--- config.mk ---
export PLATFORM = sky130hd
export DESIGN_NAME = piso_serializer
export DESIGN_NICKNAME = d
export VERILOG_FILES = /design/src/rtl/piso_serializer.sv
export SDC_FILE = /design/constraint.sdc
export NUM_CORES = 1
export LEC_CHECK = 0
export CAP_MARGIN = 0
export CELL_PAD_IN_SITES_DETAIL_PLACEMENT = 0
export CELL_PAD_IN_SITES_GLOBAL_PLACEMENT = 1
export CORE_ASPECT_RATIO = 1.2
export CORE_MARGIN = 2
export CORE_UTILIZATION = 37
export DETAILED_ROUTE_END_ITERATION = 7
export GPL_TIMING_DRIVEN = 0
export PLACE_DENSITY_LB_ADDON = 0.3
export SLEW_MARGIN = 5
export SYNTH_ARGS = -nofsm -noshare
export SYNTH_HDL_FRONTEND = slang
export SYNTH_SLANG_ARGS = --single-unit
--- constraint.sdc ---
create_clock -name clk -period 3.3 [get_ports clk]
set_input_delay 0.66 -clock clk [delete_from_list [all_inputs] [get_ports clk]]
set_output_delay 0.66 -clock clk [all_outputs]
set_load 0.005 [all_outputs]
--- src/rtl/piso_serializer.sv ---
// Parallel-in serial-out word serializer with back-to-back reload in the final bit cycle.
// Optional even-parity trailer bit enabled by defining SISO_PARITY_EN.
module piso_serializer #(
  parameter int WIDTH     = 8,
  parameter int LSB_FIRST = 1
) (
  input  logic             clk,
  input  logic             reset,
  input  logic             load_valid,
  input  logic [WIDTH-1:0] din,
  output logic             load_ready,
  output logic             sout,
  output logic             sout_valid,
  output logic             busy,
  output logic             done
);

  localparam int CW = $clog2(WIDTH);
  localparam logic [CW-1:0] CNT_LAST = CW'(WIDTH - 1);

`ifdef SISO_PARITY_EN
  typedef enum logic [1:0] {S_IDLE, S_SHIFT, S_PARITY} state_t;
`else
  typedef enum logic [1:0] {S_IDLE, S_SHIFT} state_t;
`endif

  state_t           state_q, state_d;
  logic [WIDTH-1:0] sreg_q, sreg_d;
  logic [CW-1:0]    cnt_q, cnt_d;
  logic             first_bit;
  logic             last_bit;
  logic             accept;
`ifdef SISO_PARITY_EN
  logic             parity_q, parity_d;
`endif

  assign first_bit = (LSB_FIRST != 0) ? sreg_q[0] : sreg_q[WIDTH-1];
  assign last_bit  = (state_q == S_SHIFT) && (cnt_q == CNT_LAST);
  assign accept    = load_valid && load_ready;

  // state register and datapath flops
  always_ff @(posedge clk or posedge reset) begin
    if (reset) begin
      state_q  <= S_IDLE;
      sreg_q   <= '0;
      cnt_q    <= '0;
`ifdef SISO_PARITY_EN
      parity_q <= 1'b0;
`endif
    end else begin
      state_q  <= state_d;
      sreg_q   <= sreg_d;
      cnt_q    <= cnt_d;
`ifdef SISO_PARITY_EN
      parity_q <= parity_d;
`endif
    end
  end

  // next-state logic
  always_comb begin
    state_d = state_q;
    case (state_q)
      S_IDLE: begin
        if (accept) state_d = S_SHIFT;
      end
      S_SHIFT: begin
        if (last_bit) begin
`ifdef SISO_PARITY_EN
          state_d = S_PARITY;
`else
          state_d = accept ? S_SHIFT : S_IDLE;
`endif
        end
      end
`ifdef SISO_PARITY_EN
      S_PARITY: state_d = accept ? S_SHIFT : S_IDLE;
`endif
      default: state_d = S_IDLE;
    endcase
  end

  // capture on accept, otherwise shift toward the first-out end while in SHIFT
  always_comb begin
    sreg_d = sreg_q;
    cnt_d  = cnt_q;
`ifdef SISO_PARITY_EN
    parity_d = parity_q;
`endif
    if (accept) begin
      sreg_d = din;
      cnt_d  = '0;
`ifdef SISO_PARITY_EN
      parity_d = ^din;
`endif
    end else if (state_q == S_SHIFT) begin
      sreg_d = (LSB_FIRST != 0) ? {1'b0, sreg_q[WIDTH-1:1]} : {sreg_q[WIDTH-2:0], 1'b0};
      cnt_d  = last_bit ? '0 : cnt_q + CW'(1);
    end
  end

  // outputs decoded from registered state only
  always_comb begin
    load_ready = 1'b0;
    sout       = 1'b0;
    sout_valid = 1'b0;
    busy       = 1'b0;
    done       = 1'b0;
    case (state_q)
      S_IDLE: load_ready = 1'b1;
      S_SHIFT: begin
        sout       = first_bit;
        sout_valid = 1'b1;
        busy       = 1'b1;
`ifndef SISO_PARITY_EN
        done       = last_bit;
        load_ready = last_bit;
`endif
      end
`ifdef SISO_PARITY_EN
      S_PARITY: begin
        sout       = parity_q;
        sout_valid = 1'b1;
        busy       = 1'b1;
        done       = 1'b1;
        load_ready = 1'b1;
      end
`endif
      default: load_ready = 1'b0;
    endcase
  end

endmodule

==> results of run 1 <==
==> sequential cells by signal (all words and copies together), names as in the netlist <==
name     count
sreg_q       8
cnt_q        3
state_q      1
==> worst max path at each step <==
stage	slack [ns]	cells after the start	end	start
after global placement	1.06	5	load_ready	cnt_q[0]$_DFFE_PP0P_
after detailed placement	1.06	5	load_ready	cnt_q[0]$_DFFE_PP0P_
final	0.78	5	load_ready	cnt_q[0]$_DFFE_PP0P_
after CTS	0.76	5	load_ready	cnt_q[0]$_DFFE_PP0P_
after global routing	0.70	5	load_ready	cnt_q[0]$_DFFE_PP0P_
after floorplan	1.58	4	load_ready	cnt_q[0]$_DFFE_PP0P_
==> per-stage QoR <==
| stage | util | area, sq um | power [mW] |
|---|---|---|---|
| after detailed placement | 0.4914 | 787.0 | 0.5533 |
| after global routing | 0.5141 | 823.3 | 0.7162 |
| after floorplan | - | 614.3 | 0.4509 |
| final | 0.5141 | 823.3 | 0.6593 |
| after CTS | 0.5141 | 823.3 | 0.6712 |
| after global placement | 0.4914 | 787.0 | 0.5453 |
==> placed cells by master, fill, tap and decap left out <==
cell type,Yosys,layout
a21boi_2,1,1
a31oi_1,2,2
a32o_1,1,1
a32oi_1,5,5
and2_2,2,2
buf_2,1,1
buf_4,1,1
buf_6,2,2
clkbuf_4,0,3
clkbuf_8,0,1
clkdlybuf4s50_1,0,15
dfrtp_1,12,12
ha_1,2,2
inv_1,5,5
mux2_4,2,2
mux2i_1,1,1
nand2_1,12,12
nand2b_4,1,1
nor2_1,1,1
o21ai_0,1,1
o22ai_1,3,3
o32ai_1,1,1
or2b_1,1,1
==> cells by family (layout without fill, tap and decap cells) <==
kind of cell	after synthesis	count (layout)	share of synthesized area
AO/OA/AOI/OAI	14	14	0.1792
adder cells (fa/ha/maj)	2	2	0.04073
buffers and inverters	9	28	0.08757
flip-flops	12	12	0.4888
multiplexers	3	3	0.06518
AND/OR/NAND/NOR	17	17	0.1385
==> report_power, final <==
part           switching [mW]  internal, mW  leakage [nW]  total (mW)
logic                   0.131         0.172         0.227       0.302
registers              0.0344         0.207         0.151       0.241
clock network          0.0491        0.0670        0.0210       0.116
total                   0.214         0.445         0.400       0.659
==> critical path: cells and delay by family, from the launching register on <==
family        cells  cell delay, ns
fa+ha+maj         2            0.43
buf+inv           2            0.58
flops             1            0.40
simple gates      1            0.18
==> synthesized netlist by cell type <==
library cell / n
buf_6: 2
a32o_1: 1
o22ai_1: 3
a21boi_2: 1
o21ai_0: 1
and2_2: 2
inv_1: 5
buf_2: 1
buf_4: 1
mux2i_1: 1
mux2_4: 2
ha_1: 2
or2b_1: 1
o32ai_1: 1
dfrtp_1: 12
nand2_1: 12
nor2_1: 1
nand2b_4: 1
a32oi_1: 5
a31oi_1: 2
==> final cells by class <==
class	count	share of cell area
Timing Repair Buffer	15	0.1824
Tap cell	18	0.02736
Buffer	4	0.04255
Sequential cell	12	0.3647
Clock buffer	4	0.04407
Multi-Input combinational cell	36	0.3161
Inverter	5	0.02280
==> layer usage <==
metal,share of wire,routed length [um]
met1,0.42,490
met2,0.52,605
met3,0.040,46
met4,0.010,12
met5,0,0
==> out/metrics.cfg, run 1 <==
[run_status]
status = finished clean

[routing]
vias = 482
wl_um = 1154
first_iter_violations = 0
avgViaCountPerCell = 5.128
drc = 0
antenna_left = 0
wl_per_cell_um = 12.28
first_pass_iters = 1

[cts]
clockBufferDepth = 2
cts_num_sinks = 12
clock-root-buffer = clkbuf_4
cts_hold_buf = 0
htreeDepth = 1
ctsResizeCount = 0
clk_pin_slew_ns = 0.07
clkLatencyLatePin_ns = 0.27
cts_tree = yes
cts_buffers = 3
post_cts_buffers = 0

[sta]
hold_violations = 0
finalWorstSetupSlack_ns = 0.7828
finalMaxSlewViolations = 0
relSlewSlack = 0.6859
fin_crit_ns = 2.517
worst_slew_pin_slew_ns = 0.4695
min_period_over_period = 0.7628
fin_setup_tns_ns = 0
skew_ns = 0.002916
rsz0062_at_grt = no
fmax_ghz = 0.3973
whs_ns = 0.4742
final-setup-viol-count = 0

[cells_and_area]
drive_gt1_frac = 0.1842
multiInputGateArea_sq_um = 260.3
seq_area_sq_um = 300.3
syn_to_final_growth_pct = 34.01
nets = 90
fin_cells = 94
fillers = 167
insertedDiodeCount = 0

[global_route]
overflow = 0
met2_usage = 0.2240
grtUsageMet3 = 0.04128
busiest_layer = met2
antenna_found_initial = 0
grt_max_degree = 13
grt_usage = 0.1441
grt_pass1_wl_um = 1959
grt_pass1_vias = 483
grt_use_met1 = 0.1756

[critical_path]
cp-end-kind = output port
crit_arrival_ns = 1.86
timing.rr.start = cnt_q[0]$_DFFE_PP0P_
r2r_setup_slack_ns = 1.77
worstSetupPathType = flop to output port
cp_slowest_stage_delay_ns = 0.44
r2r-end = sreg_q[6]$_DFFE_PP0P_
cp_cell_sequence = ha_1 -> ha_1 -> nand2b_4 -> buf_6 -> clkdlybuf4s50_1
slowest_stage = clkdlybuf4s50_1
r2r_cells = 6
crit_top_cell = ha_1
cp.required_ns = 2.64
worstPathMaxFanout = 10
cp-start-kind = flop

[power]
powerDensity_nw_per_um2 = 800.8
power.leakage_nw = 0.3995
ir_drop_v = 0.0003407

[place]
hpwl_um = 884.3
gp_congestion = 0.6780
pre_cts_ws_ns = 1.060
dpl.cell_count = 90
port_buffers = 15

[die]
core_sq_um = 1602
die_h_um = 48.64
die_area_sq_um = 2004
die_w_um = 41.20
rows = 16
start_util = 0.3836
ios = 16

[synth]
syn-cell-area_sq_um = 614.3
yosysWarnings = 0
yosys.area.top_type_share = 0.4888
ys_seq_elements = 12
syn_area_per_cell_sq_um = 10.78
synth_nets = 70
synthCells = 57
yosys.area.top_type = dfrtp_1
synth_area_leaders = dfrtp_1, nand2_1, a32oi_1
yosysSeqAreaShare = 0.4888
ys_types = 20

[worst_hold_path]
min_path_type = flop to flop
hold_start = sreg_q[0]$_DFFE_PP0P_
hold_depth = 2
worstHoldEndpoint = sreg_q[0]$_DFFE_PP0P_

[job]
drv_cap = 0

Power figures use the tool's default switching activity.
==> run 2, diff against run 1 <==
- CORE_UTILIZATION: 37 -> 31
- clock period: 3.3 -> 2.2 ns (I/O delays scaled with it)
==> run 2 against run 1 <==
Effect of this change:
- sequential share of layout area fell by 0.97 points
- global-route usage fell by 1.5 points
- count of clock-buffer cells in the layout did not move
- worst hold slack improved by 0.0020 ns
- sequential cell count did not move
- clock skew barely moved
- total power rose by 55%
- die area rose by 18%
- setup slack got worse by 0.63 ns
- final cell count rose by 2.1%
- via count did not move
- critical path type unchanged
- largest cell class unchanged
- largest power group unchanged
==> out/metrics.cfg, run 2 (synthesized netlist as in run 1, its figures left out) <==
[global_route]
grt_pass1_vias = 494  ; +2.3%
antenna_found_initial = 0  ; unchanged
grt_usage = 0.1287  ; -0.01536
grt_pass1_wl_um = 2194  ; +12%
overflow = 0  ; unchanged
grt_max_degree = 13  ; unchanged

[critical_path]
cp_cell_sequence = ha_2 -> ha_4 -> and2_2 -> clkdlybuf4s50_1
r2r_cells = 6  ; unchanged
cp-start-kind = flop
slowest_stage = clkdlybuf4s50_1
crit_family = buffers and inverters
crit_cells = 4  ; -1
worstSetupPathType = flop to output port
cp-end-kind = output port
worstPathMaxFanout = 4  ; -6
cp_slowest_stage_delay_ns = 0.43  ; about the same
cp.required_ns = 1.76  ; -0.88 ns
path_buf_inv = 1  ; -1
crit_arrival_ns = 1.61  ; -0.25 ns

[routing]
drc = 0  ; unchanged
wl_per_cell_um = 12.21  ; -0.56%
avgViaCountPerCell = 5.021  ; -2.1%
first_pass_iters = 3  ; +2
first_iter_violations = 5  ; +5
vias = 482  ; unchanged
wl_um = 1172  ; +1.6%
antenna_left = 0  ; unchanged

[place]
dpl.cell_count = 91  ; +1.1%
gp_congestion = 0.6587  ; -2.8%
hpwl_um = 883.2  ; -0.12%
port_buffers = 15  ; unchanged

[cells_and_area]
largest_register = sreg_q
insertedDiodeCount = 0  ; unchanged
nets = 91  ; +1.1%
drive_gt1_frac = 0.2208  ; +0.03657
fin_cells = 96  ; +2.1%
final_common_cell = clkdlybuf4s50_1
largest_register_ffs = 8  ; unchanged
syn_to_final_growth_pct = 37.68
layout_common_cells = clkdlybuf4s50_1, nand2_1, dfrtp_1, a32oi_1, inv_1
top_regs = sreg_q: 8 flops, cnt_q: 3 flops, state_q: 1 flops

[cts]
cts_num_sinks = 12  ; unchanged
cts_buffers = 3  ; unchanged
cts_tree = yes
clkLatencyLatePin_ns = 0.26  ; about the same
cts_hold_buf = 0  ; unchanged
clk_pin_slew_ns = 0.08  ; about the same
htreeDepth = 1  ; unchanged
clockBufferDepth = 2  ; unchanged
clock-root-buffer = clkbuf_4

[die]
core_sq_um = 1851  ; +16%
die_h_um = 52.77  ; +8.5%
ios = 16  ; unchanged
die_w_um = 44.64  ; +8.4%
start_util = 0.3320  ; -0.05161
rows = 17  ; +1
die_area_sq_um = 2355  ; +18%

[power]
powerDensity_nw_per_um2 = 1210  ; +51%
power.leakage_nw = 0.4056  ; +1.5%
ir_drop_v = 0.0004557  ; +34%

[sta]
final-setup-viol-count = 0  ; unchanged
skew_ns = 0.002849  ; -0.00006653 ns
min_period_over_period = 0.9296
fmax_ghz = 0.4890
worst_slew_pin_slew_ns = 0.4700  ; +0.0005076 ns
hold_violations = 0  ; unchanged
fin_crit_ns = 2.045
rsz0062_at_grt = no
fin_setup_tns_ns = 0  ; unchanged
finalMaxSlewViolations = 0  ; unchanged
relSlewSlack = 0.6855  ; about the same

[worst_hold_path]
min_path_type = input pin to async pin

[job]
drv_cap = 0  ; unchanged

[run_status]
status = finished clean

[run 2: changes by cell type in the layout (fill, tap and decap cells not counted), sizes merged]
cell           previous run  this run
dlygate4sd2               0         1
clkdlybuf4s50            15        14
buf                       4         5
[run 2: final timing paths]
check / slack (ns) / end / from
min reg2reg: 0.48 / sreg_q[2]$_DFFE_PP0P_ / sreg_q[2]$_DFFE_PP0P_
max: 0.15 / done / cnt_q[0]$_DFFE_PP0P_
min in group clk: 0.48 / sreg_q[2]$_DFFE_PP0P_ / sreg_q[2]$_DFFE_PP0P_
max in group asynchronous: 1.41 / state_q[0]$_DFFE_PP0P_ / reset
min: 0.48 / sreg_q[5]$_DFFE_PP0P_ / reset
max reg2reg: 0.78 / sreg_q[6]$_DFFE_PP0P_ / cnt_q[0]$_DFFE_PP0P_
[run 2: power by group]
group | total [mW] | internal (mW) | switching, mW
combinational | 0.489 | 0.278 | 0.211
clock | 0.171 | 0.100 | 0.0703
sequential | 0.363 | 0.310 | 0.0536
[run 2: stage by stage]
step	instance area, sq um	utilization	worst slack, ns	hold WS [ns]	power (mW)
detailed placement	788.3	0.4260	0.1693	0.4666	0.8377
CTS	845.8	0.4571	0.1359	0.4852	1.040
global route	845.8	0.4571	0.06112	0.5095	1.121
floorplan	614.3	-	0.7001	0.3047	0.6763
finish	845.8	0.4571	0.1549	0.4763	1.023
global placement	788.3	0.4260	0.1625	0.4568	0.8220
[run 2: worst register-to-register path: cells and delay by family, from the launching register on]
kind | cells | cell delay, ns
adder cells (fa/ha/maj) | 2 | 0.37
AO/OA/AOI/OAI | 1 | 0.19
flip-flops | 1 | 0.38
buffers and inverters | 1 | 0.14
AND/OR/NAND/NOR | 2 | 0.23
[run 2: final cells by class]
type,count,area [sq um]
fillers,185,1005
plain buffers,4,35.03
inverters,5,18.77
multi-input cells,36,275.3
flip-flops and latches,12,300.3
repair buffers,16,156.4
clock buffers,4,36.28
well taps,19,23.77
[run 2: repair_timing]
action | in CTS | in global routing
endpoints found under the setup margin | 1 | 0
setup buffers | 1 | 0
resized for setup | 4 | 0
[run 2: layer usage]
metal  global-route usage  vias to the layer above  wire length [um]
met4              0.04545                        0                 0
met3              0.03448                        0                52
met2               0.2053                        9               560
met5                    0                        -                 0
met1               0.1642                      230               559
li1                     -                      243                 -
